[config.mk]
export PLATFORM = sky130hd
export DESIGN_NAME = axis_fifo_flat
export DESIGN_NICKNAME = d
export VERILOG_FILES = /design/src/rtl/axis_fifo_pkg.sv /design/src/rtl/axis_fifo_if.sv /design/src/rtl/axis_fifo_ram.sv /design/src/rtl/axis_fifo.sv /design/src/flat_wrapper.sv
export SDC_FILE = /design/constraint.sdc
export NUM_CORES = 1
export LEC_CHECK = 0
export CORE_ASPECT_RATIO = 1.75
export CORE_MARGIN = 2
export CORE_UTILIZATION = 39
export CTS_CLUSTER_SIZE = 40
export DETAILED_ROUTE_END_ITERATION = 6
export HOLD_SLACK_MARGIN = 0.02
export SLEW_MARGIN = 20
export SYNTH_ARGS = -nofsm -noshare
export SYNTH_HDL_FRONTEND = slang
export SYNTH_SLANG_ARGS = --single-unit
export TNS_END_PERCENT = 50
[constraint.sdc]
create_clock -name clk -period 2.3 [get_ports clk]
set_clock_uncertainty 0.05 [all_clocks]
set_input_delay 0.345 -clock clk [delete_from_list [all_inputs] [get_ports clk]]
set_output_delay 0.345 -clock clk [all_outputs]
set_load 0.03 [all_outputs]
[src/rtl/axis_fifo_pkg.sv]
// Shared constants and helpers for the AXI4-Stream FIFO: sideband defaults,
// pointer width and the bit layout of a stored beat.
package axis_fifo_pkg;

  localparam int DEF_DATA_WIDTH  = 8;
  localparam int DEF_DEPTH       = 16;
  localparam bit DEF_LAST_ENABLE = 1'b1;
  localparam bit DEF_ID_ENABLE   = 1'b0;
  localparam bit DEF_DEST_ENABLE = 1'b0;
  localparam bit DEF_USER_ENABLE = 1'b1;
  localparam int DEF_ID_WIDTH    = 8;
  localparam int DEF_DEST_WIDTH  = 8;
  localparam int DEF_USER_WIDTH  = 1;

  // Field order of a stored beat, most significant first: {tdata,tkeep,tlast,tid,tdest,tuser}
  typedef enum logic [2:0] {
    FLD_TDATA,
    FLD_TKEEP,
    FLD_TLAST,
    FLD_TID,
    FLD_TDEST,
    FLD_TUSER
  } beat_field_e;

  function automatic int ptr_w(input int depth);
    return $clog2(depth) + 1;
  endfunction

  function automatic int fld_w(input bit en, input int w);
    return en ? w : 0;
  endfunction

  // Widths passed in are already gated by their enables; later fields sit below.
  function automatic int fld_lsb(input beat_field_e f, input int kw, input int lw,
                                 input int iw, input int dw, input int uw);
    int lsb;
    lsb = 0;
    if (f < FLD_TUSER) lsb += uw;
    if (f < FLD_TDEST) lsb += dw;
    if (f < FLD_TID)   lsb += iw;
    if (f < FLD_TLAST) lsb += lw;
    if (f < FLD_TKEEP) lsb += kw;
    return lsb;
  endfunction

endpackage

[src/rtl/axis_fifo_if.sv]
// AXI4-Stream bundle shared by both FIFO ports; sidebands are always present
// in the bundle, the FIFO decides which ones it carries.
interface ifc_axis #(
  parameter int DATA_WIDTH = 8,
  parameter int KEEP_WIDTH = 1,
  parameter int ID_WIDTH   = 8,
  parameter int DEST_WIDTH = 8,
  parameter int USER_WIDTH = 1
);
  logic [DATA_WIDTH-1:0] tdata;
  logic [KEEP_WIDTH-1:0] tkeep;
  logic                  tlast;
  logic [ID_WIDTH-1:0]   tid;
  logic [DEST_WIDTH-1:0] tdest;
  logic [USER_WIDTH-1:0] tuser;
  logic                  tvalid;
  logic                  tready;

  modport master (
    output tdata, tkeep, tlast, tid, tdest, tuser, tvalid,
    input  tready
  );

  modport slave (
    input  tdata, tkeep, tlast, tid, tdest, tuser, tvalid,
    output tready
  );
endinterface

[src/rtl/axis_fifo_ram.sv]
// Simple dual-port beat storage: synchronous write, registered read with enable.
// The read register doubles as the FIFO head slot, so it is reset to zero.
module axis_fifo_ram #(
  parameter int WIDTH = 8,
  parameter int DEPTH = 16,
  parameter int AW    = $clog2(DEPTH)
) (
  input  logic             clk,
  input  logic             rst,
  input  logic             wr_en,
  input  logic [AW-1:0]    wr_addr,
  input  logic [WIDTH-1:0] wr_data,
  input  logic             rd_en,
  input  logic [AW-1:0]    rd_addr,
  output logic [WIDTH-1:0] rd_data
);

  logic [WIDTH-1:0] mem [DEPTH];

  always_ff @(posedge clk) begin
    if (wr_en) mem[wr_addr] <= wr_data;
  end

  always_ff @(posedge clk or negedge rst) begin
    if (!rst)       rd_data <= '0;
    else if (rd_en) rd_data <= mem[rd_addr];
  end

endmodule

[src/rtl/axis_fifo.sv]
// First-word-fall-through AXI4-Stream FIFO, single clock, registered head slot.
// Optional `AXIS_FIFO_COUNT_EN adds a count output of beats held (head included).
module axis_fifo
  import axis_fifo_pkg::*;
#(
  parameter int DATA_WIDTH  = DEF_DATA_WIDTH,
  parameter int DEPTH       = DEF_DEPTH,
  parameter bit KEEP_ENABLE = (DATA_WIDTH > 8),
  parameter int KEEP_WIDTH  = DATA_WIDTH / 8,
  parameter bit LAST_ENABLE = DEF_LAST_ENABLE,
  parameter bit ID_ENABLE   = DEF_ID_ENABLE,
  parameter int ID_WIDTH    = DEF_ID_WIDTH,
  parameter bit DEST_ENABLE = DEF_DEST_ENABLE,
  parameter int DEST_WIDTH  = DEF_DEST_WIDTH,
  parameter bit USER_ENABLE = DEF_USER_ENABLE,
  parameter int USER_WIDTH  = DEF_USER_WIDTH
) (
  input  logic      clk,
  input  logic      rst,
  ifc_axis.slave    s_axis_ifc,
  ifc_axis.master   m_axis_ifc
`ifdef AXIS_FIFO_COUNT_EN
  ,
  output logic [ptr_w(DEPTH)-1:0] count
`endif
);

  localparam int PW = ptr_w(DEPTH);
  localparam int AW = PW - 1;

  localparam int KW = fld_w(KEEP_ENABLE, KEEP_WIDTH);
  localparam int LW = fld_w(LAST_ENABLE, 1);
  localparam int IW = fld_w(ID_ENABLE, ID_WIDTH);
  localparam int DW = fld_w(DEST_ENABLE, DEST_WIDTH);
  localparam int UW = fld_w(USER_ENABLE, USER_WIDTH);
  localparam int WIDTH = DATA_WIDTH + KW + LW + IW + DW + UW;

  localparam int KEEP_LSB = fld_lsb(FLD_TKEEP, KW, LW, IW, DW, UW);
  localparam int LAST_LSB = fld_lsb(FLD_TLAST, KW, LW, IW, DW, UW);
  localparam int ID_LSB   = fld_lsb(FLD_TID,   KW, LW, IW, DW, UW);
  localparam int DEST_LSB = fld_lsb(FLD_TDEST, KW, LW, IW, DW, UW);
  localparam int USER_LSB = fld_lsb(FLD_TUSER, KW, LW, IW, DW, UW);

  logic [PW-1:0]    wr_ptr, rd_ptr;
  logic [PW-1:0]    wr_ptr_nxt, rd_ptr_nxt;
  logic             s_ready;
  logic             head_valid;
  logic             do_write, do_read, fetch, full_nxt;
  logic [WIDTH-1:0] wr_word, rd_word;

  assign do_write   = s_axis_ifc.tvalid & s_ready;
  assign do_read    = head_valid & m_axis_ifc.tready;
  assign wr_ptr_nxt = wr_ptr + PW'(do_write);
  assign rd_ptr_nxt = rd_ptr + PW'(do_read);

  // rd_ptr marks the beat in the head slot, so the slot stays counted until it
  // is read; a beat written this cycle is not yet visible to the fetch (no bypass).
  assign fetch    = (~head_valid | do_read) & (wr_ptr != rd_ptr_nxt);
  assign full_nxt = (wr_ptr_nxt[PW-1] != rd_ptr_nxt[PW-1]) &&
                    (wr_ptr_nxt[AW-1:0] == rd_ptr_nxt[AW-1:0]);

  always_ff @(posedge clk or negedge rst) begin
    if (!rst) begin
      wr_ptr     <= '0;
      rd_ptr     <= '0;
      s_ready    <= 1'b0;
      head_valid <= 1'b0;
    end else begin
      wr_ptr     <= wr_ptr_nxt;
      rd_ptr     <= rd_ptr_nxt;
      s_ready    <= ~full_nxt;
      head_valid <= fetch | (head_valid & ~do_read);
    end
  end

  assign s_axis_ifc.tready = s_ready;
  assign m_axis_ifc.tvalid = head_valid;

`ifdef AXIS_FIFO_COUNT_EN
  assign count = wr_ptr - rd_ptr;
`endif

  axis_fifo_ram #(
    .WIDTH (WIDTH),
    .DEPTH (DEPTH),
    .AW    (AW)
  ) u_ram (
    .clk     (clk),
    .rst     (rst),
    .wr_en   (do_write),
    .wr_addr (wr_ptr[AW-1:0]),
    .wr_data (wr_word),
    .rd_en   (fetch),
    .rd_addr (rd_ptr_nxt[AW-1:0]),
    .rd_data (rd_word)
  );

  assign wr_word[WIDTH-1 -: DATA_WIDTH] = s_axis_ifc.tdata;
  assign m_axis_ifc.tdata               = rd_word[WIDTH-1 -: DATA_WIDTH];

  // Disabled sidebands are not stored and drive their fixed defaults.
  generate
    if (KEEP_ENABLE) begin : g_keep
      assign wr_word[KEEP_LSB +: KEEP_WIDTH] = s_axis_ifc.tkeep;
      assign m_axis_ifc.tkeep = rd_word[KEEP_LSB +: KEEP_WIDTH];
    end else begin : g_no_keep
      assign m_axis_ifc.tkeep = '1;
    end

    if (LAST_ENABLE) begin : g_last
      assign wr_word[LAST_LSB] = s_axis_ifc.tlast;
      assign m_axis_ifc.tlast  = rd_word[LAST_LSB];
    end else begin : g_no_last
      assign m_axis_ifc.tlast = 1'b1;
    end

    if (ID_ENABLE) begin : g_id
      assign wr_word[ID_LSB +: ID_WIDTH] = s_axis_ifc.tid;
      assign m_axis_ifc.tid = rd_word[ID_LSB +: ID_WIDTH];
    end else begin : g_no_id
      assign m_axis_ifc.tid = '0;
    end

    if (DEST_ENABLE) begin : g_dest
      assign wr_word[DEST_LSB +: DEST_WIDTH] = s_axis_ifc.tdest;
      assign m_axis_ifc.tdest = rd_word[DEST_LSB +: DEST_WIDTH];
    end else begin : g_no_dest
      assign m_axis_ifc.tdest = '0;
    end

    if (USER_ENABLE) begin : g_user
      assign wr_word[USER_LSB +: USER_WIDTH] = s_axis_ifc.tuser;
      assign m_axis_ifc.tuser = rd_word[USER_LSB +: USER_WIDTH];
    end else begin : g_no_user
      assign m_axis_ifc.tuser = '0;
    end
  endgenerate

  // Sideband inputs of disabled fields have no load.
  logic unused_sb;
  assign unused_sb = ^{s_axis_ifc.tkeep, s_axis_ifc.tlast, s_axis_ifc.tid,
                       s_axis_ifc.tdest, s_axis_ifc.tuser};

endmodule

[src/flat_wrapper.sv]
// flat-port wrapper written by rule: the top's interface ports become plain ports
module axis_fifo_flat import axis_fifo_pkg::*;
#(
  parameter int DATA_WIDTH  = DEF_DATA_WIDTH,
  parameter int DEPTH       = DEF_DEPTH,
  parameter bit KEEP_ENABLE = (DATA_WIDTH > 8),
  parameter int KEEP_WIDTH  = DATA_WIDTH / 8,
  parameter bit LAST_ENABLE = DEF_LAST_ENABLE,
  parameter bit ID_ENABLE   = DEF_ID_ENABLE,
  parameter int ID_WIDTH    = DEF_ID_WIDTH,
  parameter bit DEST_ENABLE = DEF_DEST_ENABLE,
  parameter int DEST_WIDTH  = DEF_DEST_WIDTH,
  parameter bit USER_ENABLE = DEF_USER_ENABLE,
  parameter int USER_WIDTH  = DEF_USER_WIDTH
)
  (clk, rst, s_axis_ifc_tdata, s_axis_ifc_tkeep, s_axis_ifc_tlast, s_axis_ifc_tid, s_axis_ifc_tdest, s_axis_ifc_tuser, s_axis_ifc_tvalid, s_axis_ifc_tready, m_axis_ifc_tdata, m_axis_ifc_tkeep, m_axis_ifc_tlast, m_axis_ifc_tid, m_axis_ifc_tdest, m_axis_ifc_tuser, m_axis_ifc_tvalid, m_axis_ifc_tready);
  ifc_axis #(.DATA_WIDTH(DATA_WIDTH), .KEEP_WIDTH(KEEP_WIDTH), .ID_WIDTH(ID_WIDTH), .DEST_WIDTH(DEST_WIDTH), .USER_WIDTH(USER_WIDTH)) s_axis_ifc_i ();
  ifc_axis #(.DATA_WIDTH(DATA_WIDTH), .KEEP_WIDTH(KEEP_WIDTH), .ID_WIDTH(ID_WIDTH), .DEST_WIDTH(DEST_WIDTH), .USER_WIDTH(USER_WIDTH)) m_axis_ifc_i ();
  input  logic clk;
  input  logic rst;
  input wire logic [$bits(s_axis_ifc_i.tdata)-1:0] s_axis_ifc_tdata;
  input wire logic [$bits(s_axis_ifc_i.tkeep)-1:0] s_axis_ifc_tkeep;
  input wire logic [$bits(s_axis_ifc_i.tlast)-1:0] s_axis_ifc_tlast;
  input wire logic [$bits(s_axis_ifc_i.tid)-1:0] s_axis_ifc_tid;
  input wire logic [$bits(s_axis_ifc_i.tdest)-1:0] s_axis_ifc_tdest;
  input wire logic [$bits(s_axis_ifc_i.tuser)-1:0] s_axis_ifc_tuser;
  input wire logic [$bits(s_axis_ifc_i.tvalid)-1:0] s_axis_ifc_tvalid;
  output wire logic [$bits(s_axis_ifc_i.tready)-1:0] s_axis_ifc_tready;
  output wire logic [$bits(m_axis_ifc_i.tdata)-1:0] m_axis_ifc_tdata;
  output wire logic [$bits(m_axis_ifc_i.tkeep)-1:0] m_axis_ifc_tkeep;
  output wire logic [$bits(m_axis_ifc_i.tlast)-1:0] m_axis_ifc_tlast;
  output wire logic [$bits(m_axis_ifc_i.tid)-1:0] m_axis_ifc_tid;
  output wire logic [$bits(m_axis_ifc_i.tdest)-1:0] m_axis_ifc_tdest;
  output wire logic [$bits(m_axis_ifc_i.tuser)-1:0] m_axis_ifc_tuser;
  output wire logic [$bits(m_axis_ifc_i.tvalid)-1:0] m_axis_ifc_tvalid;
  input wire logic [$bits(m_axis_ifc_i.tready)-1:0] m_axis_ifc_tready;
  assign s_axis_ifc_i.tdata = s_axis_ifc_tdata;
  assign s_axis_ifc_i.tkeep = s_axis_ifc_tkeep;
  assign s_axis_ifc_i.tlast = s_axis_ifc_tlast;
  assign s_axis_ifc_i.tid = s_axis_ifc_tid;
  assign s_axis_ifc_i.tdest = s_axis_ifc_tdest;
  assign s_axis_ifc_i.tuser = s_axis_ifc_tuser;
  assign s_axis_ifc_i.tvalid = s_axis_ifc_tvalid;
  assign s_axis_ifc_tready = s_axis_ifc_i.tready;
  assign m_axis_ifc_tdata = m_axis_ifc_i.tdata;
  assign m_axis_ifc_tkeep = m_axis_ifc_i.tkeep;
  assign m_axis_ifc_tlast = m_axis_ifc_i.tlast;
  assign m_axis_ifc_tid = m_axis_ifc_i.tid;
  assign m_axis_ifc_tdest = m_axis_ifc_i.tdest;
  assign m_axis_ifc_tuser = m_axis_ifc_i.tuser;
  assign m_axis_ifc_tvalid = m_axis_ifc_i.tvalid;
  assign m_axis_ifc_i.tready = m_axis_ifc_tready;
  axis_fifo #(.DATA_WIDTH(DATA_WIDTH), .DEPTH(DEPTH), .KEEP_ENABLE(KEEP_ENABLE), .KEEP_WIDTH(KEEP_WIDTH), .LAST_ENABLE(LAST_ENABLE), .ID_ENABLE(ID_ENABLE), .ID_WIDTH(ID_WIDTH), .DEST_ENABLE(DEST_ENABLE), .DEST_WIDTH(DEST_WIDTH), .USER_ENABLE(USER_ENABLE), .USER_WIDTH(USER_WIDTH)) u_core (.clk(clk), .rst(rst), .s_axis_ifc(s_axis_ifc_i), .m_axis_ifc(m_axis_ifc_i));
endmodule
### Word-level counts from Yosys, hierarchy flattened

Memories as Yosys holds them, arrays and structs flattened. A register that Yosys moved wholly into a read port is not among the register bits.
Cells that the tools add are included.

| cells by class | value |
|---|---|
| multiplexer cells | 2 |
| bitwise gates (word level) | 9 |
| reductions and logical operators | 2 |
| equality and inequality tests | 3 |
| add/subtract/negate cells | 2 |

Operators with widths:

| kind | number |
|---|---|
| $add A5 B1 Y5 | 2 |
| $ne A5 B5 Y1 | 1 |
| $and A1 B1 Y1 | 4 |
| $eq A4 B4 Y1 | 1 |
| $not A1 Y1 | 3 |
| $mux W1 | 2 |
| $or A1 B1 Y1 | 2 |
| $logic_and A1 B1 Y1 | 1 |
| $logic_not A1 Y1 | 1 |
| $ne A1 B1 Y1 | 1 |

| word-level totals | value |
|---|---|
| output and inout bits | 29 |
| input bits | 31 |
| memories | 1 |
| logic and storage cells | 23 |
| bits in registers | 12 |
| memory bits (writable) | 160 |

Memory list:

| name | words | bits a word | rd ports | clocked after memory_dff | write ports | line | source |
|---|---|---|---|---|---|---|---|
| u_core.u_ram.mem | 16 | 10 | 1 | 1 | 1 | axis_fifo_ram.sv:18 | `logic [WIDTH-1:0] mem [DEPTH];` |

### Depth between registers and ports, before layout

Gate-level depths: netlist of the first run.

| depth | value |
|---|---|
| word-level depth | 5 |
| gate-level depth with buffers | 10 |
| depth with buffers taken out | 9 |

### By module

A second synthesis of the first run with hierarchy kept.

| second synthesis, totals | value |
|---|---|
| cell total of the unflattened synthesis | 360 |
| area, all modules | 7438.4 um^2 |

Modules (own cells, without submodules):

| module | area each (um^2) | instances | seq. area each (um^2) | cells an instance |
|---|---|---|---|---|
| axis_fifo_ram | 6691.4 | 1 | 5054.8 | 290 |
| axis_fifo | 747.0 | 1 | 300.3 | 70 |

### Least setup slack after synthesis of the first run

OpenSTA, ideal clock, no wires.

| path | value |
|---|---|
| kind | register -> register |
| start point | register u_core.head_valid, in the netlist u_core.m_axis_ifc.tvalid |
| end point | register u_core.u_ram.rd_data[6], read port of u_core.u_ram.mem |
| cell stages (with the launch flop) | 10 |
| required time | 2125 ps |
| slack | -355 ps |
| path buffers | 2 |
| data arrival time | 2481 ps |
| period minus slack after synthesis | 2655 ps |
| library setup time | 125 ps |
| path through | dfrtp_1 -> and2_1 -> ha_1 -> ha_1 -> buf_2 -> clkbuf_1 -> mux4_2 -> a211oi_1 -> a31oi_1 -> mux2_2 |

| between the ends | value |
|---|---|
| longest elaborated chain between the ends | 4 |
| elaborated cells on any way between the ends | 6 |
| classes of those cells | 1 x add/sub; 1 x eq/ne; 4 x bitwise |

Ends and longest elaborated chain:

| item | line | source |
|---|---|---|
| start: declaration | axis_fifo.sv:47 | `logic head_valid;` |
| start signal: assignment | axis_fifo.sv:72 | `head_valid <= fetch \| (head_valid & ~do_read);` |
| $and A1 B1 Y1 * | axis_fifo.sv:52 | `assign do_read = head_valid & m_axis_ifc.tready;` |
| $add A5 B1 Y5 * | axis_fifo.sv:54 | `assign rd_ptr_nxt = rd_ptr + PW'(do_read);` |
| net u_core.rd_ptr_nxt[1] | axis_fifo.sv:45 | `logic [PW-1:0] wr_ptr_nxt, rd_ptr_nxt;` |
| $ne A5 B5 Y1 | axis_fifo.sv:58 | `assign fetch = (~head_valid \| do_read) & (wr_ptr != rd_ptr_nxt);` |
| $and A1 B1 Y1 | axis_fifo.sv:58 |  |
| end: declaration | axis_fifo_ram.sv:15 | `output logic [WIDTH-1:0] rd_data` |

The timed path passes the listed nets; every way through them passes the cells marked *.

### Worst setup path after layout of the first run

| path | value |
|---|---|
| start point | register u_core.head_valid, in the netlist u_core.m_axis_ifc.tvalid |
| end point | register u_core.u_ram.rd_data[3], read port of u_core.u_ram.mem |

The elaborated chain is that of the path after synthesis.

==> flow_metrics.env, run 1 <==
export IMPL_status="complete, but fails checks"
export IMPL_violations_in_the_final_reports="negative setup slack"
export IMPL_regToRegStartpoint="u_core.m_axis_ifc.tvalid"
export IMPL_netlist_area_um2=7360
export IMPL_timing_critical_path_arrival_ns=2.75
export IMPL_power_per_cell_area_nw_per_um2=1441
export IMPL_worst_slew_margin_rel=0.5666
export IMPL_post_route_drc_count=0
export IMPL_grt_ovfl_total=0
export IMPL_die_y_um=185.7
export IMPL_worst_skew_pair_late_latency_ns=0.44
export IMPL_detailed_placer_s_ending_hpwl_mm=10.68
export IMPL_netlist_instances=382
export IMPL_detail_route_wl_per_cell_um=22.18
export IMPL_final_layout_size_suffix_gt1_frac=0.3460
export IMPL_worst_setup_path_startpoint="u_core.m_axis_ifc.tvalid"
export IMPL_routed_wl_mm=15.79
export IMPL_clk_pin_slew_ns=0.07
export IMPL_unrepaired_setup_endpoints_after_global_routing="true"
export IMPL_placement_rows=66
export IMPL_grt_first_pass_wirelength_mm=24.51
export IMPL_multi_input_area_um2=1891
export IMPL_yosys_cell_types_count=29
export IMPL_cts_inserted_buffers=17
export IMPL_p_leak_nw=3.056
export IMPL_synth_seq_cells=182
export IMPL_max_clock_freq_ghz=0.4043
export IMPL_core_area_um2=18580
export IMPL_sequential_cell_area_um2=5356
export IMPL_grt_util_all_layers=0.1734
export IMPL_cts_root_buf="sky130_fd_sc_hd__clkbuf_16"
export IMPL_power_combinational_fraction=0.440
export IMPL_timing_critical_path_from_type="register"
export IMPL_share_of_the_core_filled_with_cells_in_the_final_layout=0.4837
export IMPL_power_ir_vdd_worst_uv=777.3
export IMPL_layout_worst_path_cycle_share=1.075
export IMPL_p_clk_frac=0.219
export IMPL_grt_start_max_net_pins=23
export IMPL_netSwitchingFraction=0.3310
export IMPL_number_of_clock_sinks=182
export IMPL_tritoncts="yes"
export IMPL_maximum_capacitance_violations=0
export IMPL_period_needed_ns=2.474
export IMPL_power_report_internal_total_w=0.008665
export IMPL_p_seq_frac=0.341
export IMPL_via_count_of_the_first_global_routing_pass=4000
export IMPL_holdBufCountCts=0
export IMPL_antenna_diode_count=0
export IMPL_hold_class="input pin to asynchronous set/reset pin"
export IMPL_setup_tns_final_ns=-1.351
export IMPL_critical_path_class="register to register"
export IMPL_finalNetCount=497
export IMPL_drt_vias_per_instance=5.197
export IMPL_worst_path_dominant_cell_family="multiplexers"
export IMPL_postSynthAreaPerCell_um2=19.27
export IMPL_worst_slack_ns=-0.1736
export IMPL_antenna_violations_before_repair=0
export IMPL_ports_placed_on_the_boundary=60
export IMPL_path_cells="and2_4, ha_4, buf_12, buf_8, mux4_2, a211oi_2, a31oi_1, mux2_4"
export IMPL_timing_critical_path_fanout_max=7
export IMPL_switching_power_w=0.004286
export IMPL_ant_nets=0
export IMPL_critical_path_required_time_ns=2.57
export IMPL_worst_slew_pin_slew_ns=0.6481
export IMPL_yosys_warnings=0
export IMPL_layout_filler_cells=1546
export IMPL_h_tree_depth=4
export IMPL_clock_tree_buffer_depth=2
export IMPL_slowest_stage="sky130_fd_sc_hd__mux4_2"
export IMPL_initial_utilization=0.3961
export IMPL_timing_max_transition_violations_final=0
export IMPL_synthToLayoutAreaGrowth_pct=22.12
export IMPL_drt_iter0_markers=288
export IMPL_routed_via_count=3700
export IMPL_dieWidth_um=107.8
export IMPL_die_area_um2=20030
export IMPL_worstPathBufferInverterCount=2
export IMPL_place_gp_congestion=0.7564
export IMPL_timing_final_hold_violations=0
export IMPL_drt_pre_antenna_iters=4
export IMPL_seq_area_frac_synth=0.7276
export IMPL_setup_viol=10
export IMPL_cp_end_kind="register"
export IMPL_cp_slowest_stage_delay_ns=0.50
export IMPL_io_buffer_count=25
registers in the layout, summed over array words and instances, names as in the netlist:
| name | count |
|---|---|
| u_core.u_ram.mem | 160 |
| u_core.s_axis_ifc.tready | 1 |
| u_core.m_axis_ifc.tvalid | 1 |
| u_core.wr_ptr | 5 |
| u_core.rd_ptr | 5 |
| u_core.u_ram.rd_data | 10 |
metal layers:
layer	wire, um	global-route usage	vias to the layer above
li1	-	-	1636
met1	6010	0.2077	1938
met2	8789	0.3104	107
met3	717	0.02941	19
met4	273	0.06462	0
met5	0	0	-
power by group through the flow:
stage | logic (W) | clock network, W | registers [W]
5_1_grt | 0.00617 | 0.00301 | 0.00447
3_5_place_dp | 0.00542 | 0 | 0.00449
2_1_floorplan | 0.00361 | 0 | 0.00453
6_report | 0.00570 | 0.00283 | 0.00442
3_3_place_gp | 0.00536 | 0 | 0.00446
4_1_cts | 0.00573 | 0.00289 | 0.00442
what timing repair did:
item	CTS	global route
pin swaps	5	3
resized for setup	9	3
endpoints found under the setup margin	10	10
hold endpoints to repair	0	0
buffers inserted	8	2
cells in the mapped netlist, drive strengths merged:
cell | n | area share
buf | 29 | 0.030
and2 | 12 | 0.010
xor2 | 4 | 0.0048
mux4 | 40 | 0.12
nand2 | 22 | 0.011
inv | 1 | 0.00051
nand4 | 1 | 0.00085
clkbuf | 9 | 0.0046
mux2 | 10 | 0.015
nand3 | 6 | 0.0041
or3b | 1 | 0.0012
xnor2 | 12 | 0.016
o31ai | 1 | 0.0029
nor2 | 13 | 0.0066
ha | 4 | 0.0068
dfrtp | 22 | 0.075
edfxtp | 160 | 0.65
a211oi | 10 | 0.014
nor3 | 5 | 0.0034
a31oi | 10 | 0.0085
o211ai | 1 | 0.0010
nand2b | 3 | 0.0026
conb | 2 | 0.0010
nand3b | 4 | 0.0041
per-stage QoR:
stage          setup WS, ns  hold slack (ns)  instance area [um^2]  power [W]  cells
4_1_cts             -0.1922           0.2488                  8961    0.01304    710
3_3_place_gp        -0.6515           0.4491                  8292   0.009828    671
5_1_grt             -0.2608           0.2639                  8987    0.01365    712
2_1_floorplan       -0.1875       -0.0005911                  7495   0.008137    397
6_report            -0.1736           0.2413                  8987    0.01295    712
3_5_place_dp        -0.6413           0.4514                  8292   0.009907    671
logic make-up after synthesis:
kind of cell / Yosys count / synth area share
and+or+nand+nor: 67 / 0.04420
xor gates and xnor gates: 16 / 0.02108
muxes: 50 / 0.1377
AOI/OAI and AO/OA: 22 / 0.02669
other: 2 / 0.001020
DFF: 182 / 0.7276
adders and majority gates: 4 / 0.006801
buffers and inverters: 39 / 0.03485
layout by cell type (no fill, tap or decap), types with 2 or more instances in the layout:
master	netlist	layout
sky130_fd_sc_hd__edfxtp_1	160	160
sky130_fd_sc_hd__buf_4	21	43
sky130_fd_sc_hd__mux4_2	40	40
sky130_fd_sc_hd__clkdlybuf4s50_1	0	25
sky130_fd_sc_hd__nand2_1	22	22
sky130_fd_sc_hd__dfrtp_1	22	21
sky130_fd_sc_hd__conb_1	2	17
sky130_fd_sc_hd__clkbuf_16	0	17
sky130_fd_sc_hd__nor2_1	13	13
sky130_fd_sc_hd__buf_12	1	12
sky130_fd_sc_hd__xnor2_1	10	10
sky130_fd_sc_hd__a31oi_1	10	9
sky130_fd_sc_hd__and2_1	12	8
sky130_fd_sc_hd__a211oi_2	6	8
sky130_fd_sc_hd__nand3_1	6	6
sky130_fd_sc_hd__mux2_2	10	6
sky130_fd_sc_hd__xor2_1	4	4
sky130_fd_sc_hd__and2_4	0	4
sky130_fd_sc_hd__nand3b_1	4	4
sky130_fd_sc_hd__nor3_2	0	4
sky130_fd_sc_hd__mux2_4	0	4
sky130_fd_sc_hd__inv_6	0	4
sky130_fd_sc_hd__clkinv_4	0	4
sky130_fd_sc_hd__nand2b_1	3	3
sky130_fd_sc_hd__xnor2_2	2	2
sky130_fd_sc_hd__a211oi_1	4	2
sky130_fd_sc_hd__ha_4	0	2
sky130_fd_sc_hd__ha_1	4	2
sky130_fd_sc_hd__clkbuf_8	0	2
sky130_fd_sc_hd__buf_6	1	2
sky130_fd_sc_hd__buf_8	0	2
path summary, 6_finish.rpt:
| path | to | cells past startpoint | slack [ns] |
|---|---|---|---|
| worst max-delay path | u_core.u_ram.rd_data[3] | 8 | -0.17 |
| worst min-delay path | u_core.s_axis_ifc.tready | 2 | 0.24 |
| worst max register to register | u_core.u_ram.rd_data[3] | 8 | -0.17 |
| worst min register to register | u_core.u_ram.rd_data[9] | 1 | 0.47 |
| max in group asynchronous | u_core.m_axis_ifc.tvalid | 2 | 1.68 |
| min in group clk | u_core.u_ram.rd_data[9] | 1 | 0.47 |
final cells by class:
class,instances,area share
clock buffers,19,0.05040
clock inverters,12,0.01336
inverters,1,0.0004177
multi-input cells,176,0.2104
flip-flops and latches,182,0.5960
well taps,238,0.03313
repair buffers,84,0.09634
Note: power is estimated with default switching activity, not from simulation.
==> inputs of run 2 (changes only) <==
--- a/config.mk
+++ b/config.mk
@@ -11,6 +11,7 @@
 export CTS_CLUSTER_SIZE = 40
 export DETAILED_ROUTE_END_ITERATION = 6
 export HOLD_SLACK_MARGIN = 0.02
+export MAX_ROUTING_LAYER = met4
 export SLEW_MARGIN = 20
 export SYNTH_ARGS = -nofsm -noshare
 export SYNTH_HDL_FRONTEND = slang
==> run 2 against run 1 <==
  * The flow still finishes with violations (negative setup slack)
  * Hold slack improved by 0.0027 ns
  * Non-clock buffer count did not move
  * First-iteration DRC count rose by 15%
  * Maximum frequency fell by 0.13%
  * Sequential power barely moved
  * Largest power group unchanged
==> flow_metrics.env, run 2 (synthesis gave the netlist of run 1 again) <==
export IMPL_status="complete, but fails checks"
export IMPL_violations_in_the_final_reports="negative setup slack"
export IMPL_largest_register_ff_count=160
export IMPL_p_seq_frac=0.341
export IMPL_h_tree_depth=4
export IMPL_die_area_um2=20030
export IMPL_p_clk_frac=0.218
export IMPL_p_leak_nw=3.056
export IMPL_worst_slew_margin_rel=0.5722
export IMPL_synthToLayoutAreaGrowth_pct=22.12
export IMPL_ports_placed_on_the_boundary=60
export IMPL_worst_slack_ns=-0.1769
export IMPL_core_area_um2=18580
export IMPL_die_y_um=185.7
export IMPL_antenna_diode_count=0
export IMPL_slowest_stage="sky130_fd_sc_hd__mux4_2"
export IMPL_cp_end_kind="register"
export IMPL_registers_top_by_ff_count="u_core.u_ram.mem"
export IMPL_timing_final_hold_violations=0
export IMPL_io_buffer_count=25
export IMPL_power_per_cell_area_nw_per_um2=1441
export IMPL_switching_power_w=0.004289
export IMPL_grt_ovfl_total=0
export IMPL_r2r_setup_slack_ns=-0.18
export IMPL_clk_pin_slew_ns=0.07
export IMPL_placed_area_um2=8292
export IMPL_number_of_clock_sinks=182
export IMPL_timing_critical_path_fanout_max=7
export IMPL_via_count_of_the_first_global_routing_pass=3989
export IMPL_worst_skew_pair_late_latency_ns=0.44
export IMPL_finalNetCount=497
export IMPL_critical_path_required_time_ns=2.57
export IMPL_timing_max_transition_violations_final=0
export IMPL_routed_wl_mm=15.82
export IMPL_final_layout_size_suffix_gt1_frac=0.3460
export IMPL_layout_cells_most_common="sky130_fd_sc_hd__edfxtp_1"
export IMPL_cts_inserted_buffers=17
export IMPL_grt_start_max_net_pins=23
export IMPL_tritoncts="yes"
export IMPL_setup_viol=10
export IMPL_worst_setup_path_startpoint="u_core.m_axis_ifc.tvalid"
export IMPL_reg2reg_depth=8
export IMPL_cp_slowest_stage_delay_ns=0.50
export IMPL_drt_vias_per_instance=5.205
export IMPL_unrepaired_setup_endpoints_after_global_routing="true"
export IMPL_grt_util_all_layers=0.1789
export IMPL_netSwitchingFraction=0.3311
export IMPL_dieWidth_um=107.8
export IMPL_share_of_the_core_filled_with_cells_in_the_final_layout=0.4837
export IMPL_max_clock_freq_ghz=0.4037
export IMPL_initial_utilization=0.3961
export IMPL_mostFrequentLayoutCells="sky130_fd_sc_hd__edfxtp_1 (160), sky130_fd_sc_hd__buf_4 (43), sky130_fd_sc_hd__mux4_2 (40)"
export IMPL_drt_iter0_markers=331
export IMPL_regToRegStartpoint="u_core.m_axis_ifc.tvalid"
export IMPL_power_ir_vdd_worst_uv=776.6
export IMPL_grt_first_pass_wirelength_mm=24.53
export IMPL_largestRegisters="u_core.u_ram.mem: 160 flops, u_core.u_ram.rd_data: 10 flops"
export IMPL_detail_route_wl_per_cell_um=22.22
export IMPL_place_gp_congestion=0.7663
export IMPL_worst_slew_pin_slew_ns=0.6398
export IMPL_maximum_capacitance_violations=0
export IMPL_setup_worst_path_end="u_core.u_ram.rd_data[3]"
export IMPL_reg2reg_to="u_core.u_ram.rd_data[3]"
export IMPL_cts_root_buf="sky130_fd_sc_hd__clkbuf_16"
export IMPL_timing_critical_path_arrival_ns=2.75
export IMPL_setup_tns_final_ns=-1.361
export IMPL_post_route_drc_count=0
export IMPL_power_combinational_fraction=0.440
export IMPL_layout_worst_path_cycle_share=1.077
export IMPL_power_report_internal_total_w=0.008665
export IMPL_hold_class="input pin to asynchronous set/reset pin"
export IMPL_critical_path_class="register to register"
export IMPL_post_layout_total_power_w=0.01295
export IMPL_layout_filler_cells=1546
export IMPL_timing_critical_path_from_type="register"
export IMPL_clock_tree_buffer_depth=2
export IMPL_drt_pre_antenna_iters=4
export IMPL_detailed_placer_s_ending_hpwl_mm=10.68
export IMPL_routed_via_count=3706
export IMPL_ant_nets=0
export IMPL_placement_rows=66
export IMPL_antenna_violations_before_repair=0
export IMPL_fin_area_um2=8987
export IMPL_period_needed_ns=2.477
export IMPL_path_cells="and2_4, ha_4, buf_12, buf_8, mux4_2, a211oi_2, a31oi_1, mux2_4"
==> run 2: power by group through the flow <==
stage / combinational (W) / clock, W / sequential (W)
after floorplan: 0.00361 / 0 / 0.00453
after global placement: 0.00536 / 0 / 0.00446
after detailed placement: 0.00542 / 0 / 0.00449
after CTS: 0.00573 / 0.00289 / 0.00442
after global routing: 0.00617 / 0.00302 / 0.00447
final: 0.00571 / 0.00283 / 0.00442
==> run 2: stage by stage <==
step	setup slack, ns	std cells	hold WS, ns
6_report	-0.1769	712	0.2440
5_1_grt	-0.2608	712	0.2624
4_1_cts	-0.1922	710	0.2488
3_5_place_dp	-0.6413	671	0.4514
3_3_place_gp	-0.6515	671	0.4491
2_1_floorplan	-0.1875	397	-0.0005911
==> run 2: final cells by class <==
class | instances | area [um^2] | area share
clock inverter | 12 | 120.1 | 0.01336
tap | 238 | 297.8 | 0.03313
inverter | 1 | 3.754 | 0.0004177
sequential | 182 | 5356 | 0.5960
clock buffer | 19 | 452.9 | 0.05040
timing repair buffer | 84 | 865.8 | 0.09634
multi-input combinational | 176 | 1891 | 0.2104
==> run 2: timing repair <==
action,in CTS,in global routing
setup endpoints to repair,10,10
pin swaps,5,3
setup buffers,8,2
hold buffers,0,0
gates cloned,0,0
resized for setup,9,3
==> run 2: worst min-delay path by stage <==
stage	startpoint	endpoint	slack, ns	cells after the start
after floorplan	rst	u_core.m_axis_ifc.tvalid	-0.0006	0
after global placement	u_core.u_ram.rd_data[4]	u_core.u_ram.rd_data[4]	0.45	1
after detailed placement	u_core.u_ram.rd_data[4]	u_core.u_ram.rd_data[4]	0.45	1
after CTS	rst	u_core.s_axis_ifc.tready	0.25	2
after global routing	rst	u_core.s_axis_ifc.tready	0.26	2
final	rst	u_core.s_axis_ifc.tready	0.24	2
==> run 2: critical path: cells and delay by family, from the launching register on <==
family / cells / cell delay [ns]
simple gates: 1 / 0.15
flops: 1 / 0.40
mux: 2 / 0.79
compound gates: 2 / 0.35
fa+ha+maj: 1 / 0.36
buf+inv: 2 / 0.26
==> run 2: layer usage <==
metal,track usage,part of all wire,vias to the layer above
met1,0.2096,0.39,1958
met5,-,0,-
met2,0.3097,0.55,94
met4,0.06462,0.017,0
li1,-,-,1634
met3,0.02941,0.036,20
==> inputs of run 3 (changes only) <==
--- a/config.mk
+++ b/config.mk
@@ -5,8 +5,7 @@
 export SDC_FILE = /design/constraint.sdc
 export NUM_CORES = 1
 export LEC_CHECK = 0
-export CORE_ASPECT_RATIO = 1.75
-export CORE_MARGIN = 2
+export CORE_ASPECT_RATIO = 0.8
 export CORE_UTILIZATION = 39
 export CTS_CLUSTER_SIZE = 40
 export DETAILED_ROUTE_END_ITERATION = 6
==> run 3 against run 2 <==
  * The run still ends with negative setup slack left
  * Combinational power rose by 6.0%
  * Final cell count rose by 2.8%
  * Via count fell by 0.59%
  * Die area fell by 3.0%
  * Register-to-register slack worse by 0.02 ns
  * Utilization rose by 0.80 points
  * First-iteration DRC count shrank 41%
  * Worst setup slack worse by 0.019 ns
==> flow_metrics.env, run 3 (synthesis gave the netlist of run 1 again) <==
export IMPL_dieWidth_um=155.6
export IMPL_unrepaired_setup_endpoints_after_global_routing="true"
export IMPL_worst_skew_pair_late_latency_ns=0.43
export IMPL_maximum_capacitance_violations=0
export IMPL_grt_first_pass_wirelength_mm=23.69
export IMPL_drt_iter0_markers=194
export IMPL_core_area_um2=18330
export IMPL_reg2reg_depth=8
export IMPL_hold_class="input pin to asynchronous set/reset pin"
export IMPL_die_area_um2=19430
export IMPL_worst_slew_margin_rel=0.5775
export IMPL_timing_critical_path_from_type="register"
export IMPL_p_leak_nw=3.089
export IMPL_cp_end_kind="register"
export IMPL_timing_critical_path_arrival_ns=2.77
export IMPL_timing_final_hold_violations=0
export IMPL_path_common_cell="sky130_fd_sc_hd__and2_4"
export IMPL_drt_pre_antenna_iters=4
export IMPL_grt_start_max_net_pins=23
export IMPL_worst_slack_ns=-0.1955
export IMPL_setup_tns_final_ns=-1.461
export IMPL_path_cells="and2_4, ha_4, buf_12, mux4_2, and2_4, a211oi_4, a31oi_1, mux2_2"
export IMPL_critical_path_class="register to register"
export IMPL_antenna_diode_count=0
export IMPL_synthToLayoutAreaGrowth_pct=22.48
export IMPL_layout_worst_path_cycle_share=1.085
export IMPL_power_per_cell_area_nw_per_um2=1477
export IMPL_placed_area_um2=8280
export IMPL_top_usage_layer="met2"
export IMPL_io_buffer_count=25
export IMPL_largestRegisters="u_core.u_ram.mem: 160 flops, u_core.u_ram.rd_data: 10 flops"
export IMPL_pre_cts_slack_ns=-0.6750
export IMPL_grt_ovfl_total=0
export IMPL_routed_wl_mm=15.13
export IMPL_grt_use_met1=0.2366
export IMPL_power_ir_vdd_worst_uv=706.2
export IMPL_ports_placed_on_the_boundary=60
export IMPL_period_needed_ns=2.496
export IMPL_placement_rows=44
export IMPL_antenna_violations_before_repair=0
export IMPL_grt_util_all_layers=0.1766
export IMPL_number_of_clock_sinks=182
export IMPL_groute_layer_met3_usage=0.04767
export IMPL_largest_register_ff_count=160
export IMPL_status="complete, but fails checks"
export IMPL_clk_pin_slew_ns=0.07
export IMPL_via_count_of_the_first_global_routing_pass=3908
export IMPL_setup_viol=10
export IMPL_die_y_um=124.9
export IMPL_violations_in_the_final_reports="negative setup slack"
export IMPL_finalNetCount=501
export IMPL_h_tree_depth=4
export IMPL_tritoncts="yes"
export IMPL_final_layout_size_suffix_gt1_frac=0.3549
export IMPL_grt_met2_use=0.2638
export IMPL_post_place_cells=698
export IMPL_max_clock_freq_ghz=0.4007
export IMPL_place_gp_congestion=0.7571
export IMPL_timing_max_transition_violations_final=0
export IMPL_critical_path_required_time_ns=2.57
export IMPL_initial_utilization=0.4014
export IMPL_post_route_drc_count=0
export IMPL_final_cell_count_no_fill=732
export IMPL_fin_area_um2=9014
export IMPL_routed_via_count=3684
export IMPL_cp_slowest_stage_delay_ns=0.50
export IMPL_timing_critical_path_fanout_max=7
export IMPL_clock_tree_buffer_depth=2
export IMPL_cts_root_buf="sky130_fd_sc_hd__clkbuf_16"
export IMPL_drt_vias_per_instance=5.033
export IMPL_layout_cells_most_common="sky130_fd_sc_hd__edfxtp_1"
export IMPL_slowest_stage="sky130_fd_sc_hd__mux4_2"
export IMPL_ant_nets=0
export IMPL_mostFrequentLayoutCells="sky130_fd_sc_hd__edfxtp_1 (160), sky130_fd_sc_hd__buf_4 (52), sky130_fd_sc_hd__mux4_2 (40)"
export IMPL_detail_route_wl_per_cell_um=20.66
export IMPL_holdBufCountCts=0
export IMPL_detailed_placer_s_ending_hpwl_mm=9.952
export IMPL_cts_inserted_buffers=17
export IMPL_worst_slew_pin_slew_ns=0.6317
export IMPL_registers_top_by_ff_count="u_core.u_ram.mem"
-- run 3: worst paths after layout --
path	endpoint	from	slack [ns]
worst max register to register	u_core.u_ram.rd_data[5]	u_core.m_axis_ifc.tvalid	-0.20
max in group asynchronous	u_core.m_axis_ifc.tvalid	rst	1.69
worst min-delay path	u_core.u_ram.rd_data[6]	rst	0.24
worst min register to register	u_core.u_ram.rd_data[0]	u_core.u_ram.rd_data[0]	0.47
min in group clk	u_core.u_ram.rd_data[0]	u_core.u_ram.rd_data[0]	0.47
worst max-delay path	u_core.u_ram.rd_data[5]	u_core.m_axis_ifc.tvalid	-0.20
-- run 3: layer usage --
layer | vias up | wire length, um
met5 | - | 0
met4 | 0 | 119
met3 | 8 | 444
met2 | 75 | 7315
met1 | 1963 | 7246
li1 | 1638 | -
-- run 3: critical path: cells and delay by family, from the launching register on --
kind / cells / cell delay [ns]
muxes: 2 / 0.77
DFF: 1 / 0.40
buffers and inverters: 1 / 0.17
and+or+nand+nor: 2 / 0.30
adders and majority gates: 1 / 0.39
AOI/OAI and AO/OA: 2 / 0.31
-- run 3: metrics by stage --
stage / total power [W] / util / hold WS [ns]
6_report: 0.01331 / 0.4917 / 0.2409
3_3_place_gp: 0.009928 / 0.4517 / 0.4374
5_1_grt: 0.01399 / 0.4917 / 0.2532
4_1_cts: 0.01336 / 0.4904 / 0.2397
2_1_floorplan: 0.008137 / - / -0.0005911
3_5_place_dp: 0.009993 / 0.4517 / 0.4487
-- run 3: layout make-up --
class	instances	area (um^2)
Clock buffer	18	429.2
Clock inverter	14	150.1
Fill cell	1497	9319
Inverter	1	3.754
Multi-Input combinational cell	176	1933
Sequential cell	182	5356
Tap cell	253	316.6
Timing Repair Buffer	88	824.5
-- run 3: power by group --
part | switching [W] | internal, W
clock | 0.00132 | 0.00154
sequential | 0.000294 | 0.00411
combinational | 0.00284 | 0.00320
-- run 3: repair_timing --
item / CTS / global route
setup endpoints to repair: 10 / 10
pin swaps: 15 / 0
resized for setup: 21 / 4
endpoints found under the hold margin: 0 / 0
gates cloned: 1 / 0
setup buffers: 1 / 0
==> RTL change 1, RTL diff (flow settings as in run 1) <==
Make the reset (`rst`) synchronous in 2 clocked blocks.
--- a/src/rtl/axis_fifo_ram.sv
+++ b/src/rtl/axis_fifo_ram.sv
@@ -21,7 +21,7 @@
     if (wr_en) mem[wr_addr] <= wr_data;
   end
 
-  always_ff @(posedge clk or negedge rst) begin
+  always_ff @(posedge clk) begin
     if (!rst)       rd_data <= '0;
     else if (rd_en) rd_data <= mem[rd_addr];
   end
--- a/src/rtl/axis_fifo.sv
+++ b/src/rtl/axis_fifo.sv
@@ -59,7 +59,7 @@
   assign full_nxt = (wr_ptr_nxt[PW-1] != rd_ptr_nxt[PW-1]) &&
                     (wr_ptr_nxt[AW-1:0] == rd_ptr_nxt[AW-1:0]);
 
-  always_ff @(posedge clk or negedge rst) begin
+  always_ff @(posedge clk) begin
     if (!rst) begin
       wr_ptr     <= '0;
       rd_ptr     <= '0;
Function: differs if rst is asserted again (counterexample within 4 cycles, from zero or initial values and one cycle with rst low); with rst held inactive, the same outputs for 10 cycles.
==> RTL change 1 against run 1 <==
  * Setup slack improved by 0.23 ns
  * Synthesized area increased by 2.3%
  * Sequential cell count unchanged
  * Utilization decreased by 0.32 points
  * Sequential share of layout area decreased by 2.2 points
  * Cell area increased by 1.7%
  * Wire length decreased by 2.1%
  * Count of clock-buffer cells in the layout unchanged
  * Critical endpoint is now u_core.u_ram.rd_data[6]
Power is not compared: it rests on default switching activity, and its combinational part moved more than twofold at a synthesized area within 25%.
==> RTL change 1: results (changes against run 1) <==
- Outcome: completed
- Post-synthesis mux area share: 16.1% (+2.3 points)
- Hpwl dp: 10200 microns (-4.8%)
- Asr flop ratio synth: 0% (-12 points)
- Post-synthesis cell count: 405 (+6.0%)
- Clock Root Buffer: clkbuf_16
- Wire length on met2: 8460 microns (-3.7%)
- Setup TNS: 0 ns (+1.35 ns)
- Top cells by count, synth: 160 x edfxtp_1, 40 x mux4_2, 22 x dfxtp_1
- Routed WL per cell: 21.1 microns (-4.7%)
- Sequential cell area: 0.00525 sq mm (-2.1%)
- Dpl cells: 686 (+2.2%)
- Seq area share: 57.4% (-2.2 points)
- Final Util: 48.1% (-0.32 points)
- Starting DRT DRC Count: 351 (+22%)
- Worst slew pin tran: 0.610 ns (-0.0384 ns)
- Final clock-cell share: 6.40% (+0.028 points)
- Post-synthesis sequential area ratio: 69.7% (-3.1 points)
- Multi-In Gates: 196 (+11%)
- Post-CTS setup buffer count: 3 (-5)
- Global routing usage on met3: 2.68% (-0.26 points)
- Clock Latency Late Sink: 0.42 ns (-0.02 ns)
- Post-Route WL: 15500 microns (-2.1%)
- Top routing layer in use: met4
- Clock-pin slew on the worst setup and hold paths: 0.07 ns (about the same)
- Largest net degree at the start of global routing: 24 (+4.3%)
- Number of global-route vias before repair: 3860 (-3.5%)
- GR Layer Usage met2: 27.4% (-3.6 points)
- I/O Buffers: 25 (unchanged)
- Invs w/o clock: 2 (+1)
- GRT Overall Usage: 15.4% (-1.9 points)
- GR Layer Usage met1: 18.0% (-2.8 points)
- Ratio of cells with drive above 1 in the final layout: 32.0% (-2.6 points)
- Final non-clock buffer share: 9.43% (-0.21 points)
- # fillers: 1534 (-0.78%)
- Resize count post-CTS: 5 (-4)
- Top cells by area, synth: edfxtp_1 64%, mux4_2 12%, dfxtp_1 5.8%, mux2i_1 2.7%, buf_4 2.1%
- First-pass GRT wire length: 22900 microns (-6.7%)
- Avg Vias per Cell: 5.23 (+0.69%)
- Netlist cell types: 32 (+10%)
- Nets: 514 (+3.4%)
- Post-Synth XOR/XNOR Area: 2.51% (+0.40 points)
- Post-CTS Hold Fix Bufs: 0 (unchanged)
- Dpl cell area: 0.00829 sq mm (about the same)
- Count leader, synth: edfxtp_1
- Buffers, non-clock: 80 (-4.8%)
- Multi-input logic area: 0.00214 sq mm (+13%)
- Post-Synth Adder-Cell Area: 0.665% (-0.015 points)
- HP Class: reg2reg
RTL change 1: changes by cell type after synthesis, sizes merged, moves of 4 or more:
cell,before,now
a31oi,10,1
nand4,1,10
buf,29,33
nand3b,4,0
o221ai,0,10
nor2,13,18
xor2,4,11
nand2,22,15
a211oi,10,0
dfxtp,0,22
dfrtp,22,0
xnor2,12,4
and2,12,17
mux2i,0,20
RTL change 1: final timing paths:
kind	endpoint	slack, ns	cells past startpoint	startpoint
worst max register to register	u_core.u_ram.rd_data[6]	0.05	8	u_core.m_axis_ifc.tvalid
worst min register to register	u_core.u_ram.rd_data[1]	0.48	2	u_core.u_ram.rd_data[1]
worst min-delay path	u_core.u_ram.rd_data[1]	0.48	2	u_core.u_ram.rd_data[1]
worst max-delay path	u_core.u_ram.rd_data[6]	0.05	8	u_core.m_axis_ifc.tvalid
==> RTL change 2, RTL diff (settings of run 1) <==
Without the edit above. Set the package constant `DEF_DATA_WIDTH` to 6 (it was 8).
--- a/src/rtl/axis_fifo_pkg.sv
+++ b/src/rtl/axis_fifo_pkg.sv
@@ -2,7 +2,7 @@
 // pointer width and the bit layout of a stored beat.
 package axis_fifo_pkg;
 
-  localparam int DEF_DATA_WIDTH  = 8;
+  localparam int DEF_DATA_WIDTH  = 6;
   localparam int DEF_DEPTH       = 16;
   localparam bit DEF_LAST_ENABLE = 1'b1;
   localparam bit DEF_ID_ENABLE   = 1'b0;
Interface: changed (resized m_axis_ifc_tdata, m_axis_ifc_tkeep, s_axis_ifc_tdata and s_axis_ifc_tkeep); port bits go from 60 to 58. The function was not compared with the original's and may differ.
==> RTL change 2 against run 1 <==
  * Synthesized area is 18% lower
  * Setup slack gained 0.013 ns
  * Sequential cell count decreased by 34
  * Hold slack worse by 0.025 ns
  * Largest power group unchanged
  * Die area down 17%
  * Cell area is 16% lower
  * The flow still finishes with violations (negative setup slack)
  * Wire length decreased by 18%
  * Total power down 11%
==> RTL change 2: results (changes against run 1) <==
- Post-synthesis sequential area ratio: 71.8% (-1.0 points)
- CTS H-tree depth: 4 (unchanged)
- CP max FO: 6 (-1)
- Count leader, synth: edfxtp_1
- Worst-case vdd ir drop: 0.621 mV (-20%)
- GRT Overall Usage: 16.7% (-0.64 points)
- Failing checks: negative setup slack
- DR pass1 iterations: 4 (unchanged)
- CTS Buf Count: 17 (unchanged)
- Clock Latency Late Sink: 0.42 ns (-0.02 ns)
- Asr flop ratio synth: 13.5% (+1.4 points)
- Slew headroom: 52.1% (-4.6 points)
- First-pass GRT wire length: 20200 microns (-18%)
- Clock Root Buffer: clkbuf_16
- Max Root-Sink Buffers: 2 (unchanged)
- Starting DRT DRC Count: 175 (-39%)
- # fillers: 1258 (-19%)
- Post-synth EDFFs: 128 (-20%)
- Endpoints failing setup: 8 (-2)
- Nets: 430 (-13%)
- Ratio of cells with drive above 1 in the final layout: 35.3% (+0.69 points)
- Initial antenna violation count: 0 (unchanged)
- Avg Vias per Cell: 5.19 (-0.12%)
- Clock-pin slew on the worst setup and hold paths: 0.06 ns
- YS warnings: 0 (unchanged)
- Largest net degree at the start of global routing: 21 (-8.7%)
- Final WS setup: -0.161 ns (+0.0127 ns)
- Top cells by count, synth: 128 x edfxtp_1, 32 x mux4_2, 20 x buf_4, 20 x dfrtp_1, 18 x nand2_1
- Setup WS pre-CTS: -0.737 ns (-0.0952 ns)
- Number of global-route vias before repair: 3398 (-15%)
- Top Registers: u_core.u_ram.mem: 128 flops, u_core.u_ram.rd_data: 8 flops
- I/O Buffers: 21 (-16%)
- Top cells by area, synth: edfxtp_1 63%, mux4_2 12%, dfrtp_1 8.3%, buf_4 2.5%, mux2_2 1.5%
- Netlist cell types: 30 (+3.4%)
- Leak: 2.63 nW (-14%)
- Outcome: finished with violations
- GPL Wtd Cong: 0.808 (+6.9%)
- Diode count: 0 (unchanged)
- Hpwl dp: 9000 microns (-16%)
- Cells on worst reg2reg path: 9 (+1)
- Setup TNS: -1.15 ns (+0.197 ns)
- Worst Path Arrival: 2.71 ns (-0.04 ns)
- Routed WL per cell: 21.7 microns (-2.1%)
- HP Class: in2async
## RTL change 2: worst paths after layout
| path | from | endpoint |
|---|---|---|
| hold / removal | rst | u_core.u_ram.rd_data[5] |
| hold reg to reg | u_core.u_ram.rd_data[0] | u_core.u_ram.rd_data[0] |
| setup reg to reg | u_core.m_axis_ifc.tvalid | u_core.u_ram.rd_data[0] |
| min in group clk | u_core.u_ram.rd_data[0] | u_core.u_ram.rd_data[0] |
| max in group asynchronous | rst | u_core.m_axis_ifc.tvalid |
| setup / recovery | u_core.m_axis_ifc.tvalid | u_core.u_ram.rd_data[0] |
## RTL change 2: cell families (layout without fill, tap and decap cells)
family | Yosys count | count (layout) | synth area share (%)
buffers and inverters | 35 | 103 | 3.72
AND/OR/NAND/NOR | 61 | 61 | 4.92
multiplexers | 40 | 40 | 13.4
AO/OA/AOI/OAI | 18 | 18 | 2.38
adder cells (fa/ha/maj) | 4 | 4 | 0.827
other | 2 | 18 | 0.124
flip-flops | 148 | 148 | 71.8
XOR/XNOR | 16 | 16 | 2.87
## RTL change 2: stage by stage
| step | area (sq um) | power, W | cells | hold slack [ns] |
|---|---|---|---|---|
| after floorplan | 6190 | 0.00670 | 340 | -0.000591 |
| after global placement | 6790 | 0.00826 | 559 | 0.445 |
| after detailed placement | 6790 | 0.00836 | 559 | 0.454 |
| after CTS | 7490 | 0.0115 | 594 | 0.215 |
| after global routing | 7520 | 0.0120 | 594 | 0.231 |
| final | 7520 | 0.0115 | 594 | 0.217 |
## RTL change 2: where the power goes
part	switching (W)	total, W	leakage (nW)	internal, W
Combinational	0.00240	0.00508	0.949	0.00268
Clock	0.00109	0.00280	0.295	0.00171
Sequential	0.000302	0.00366	1.39	0.00336
## RTL change 2: area by class of cell
type	count	area share, %
clock buffer	17	5.65
clock inverter	14	2.31
inverter	1	0.0831
multi-input combinational	157	22.3
sequential	148	57.7
tap	186	3.09
timing repair buffer	71	8.85
## RTL change 2: per-layer routing
metal	vias up	global-route usage, %	share of wire (%)	wire, microns
met4	0	7.56	2.6	336
met2	78	30.8	57	7340
met5	-	0	0	0
li1	1370	-	-	-
met1	1617	18.2	37	4810
met3	18	3.59	3.1	403
## RTL change 2: what timing repair did
action                                 CTS  global route
buffers inserted                         4             0
pin swaps                                8             7
gates resized for setup                 20             6
endpoints found under the hold margin    0             0
setup endpoints to repair                8             8
## RTL change 2: worst max-delay path: stages (launching register included)
cell and delay [ns]:
dfrtp_2 0.40, and2_4 0.14, ha_4 0.32, buf_8 0.15, buf_6 0.11, mux4_2 0.51
a211oi_2 0.19, buf_4 0.17, a31oi_4 0.03, mux2_4 0.27
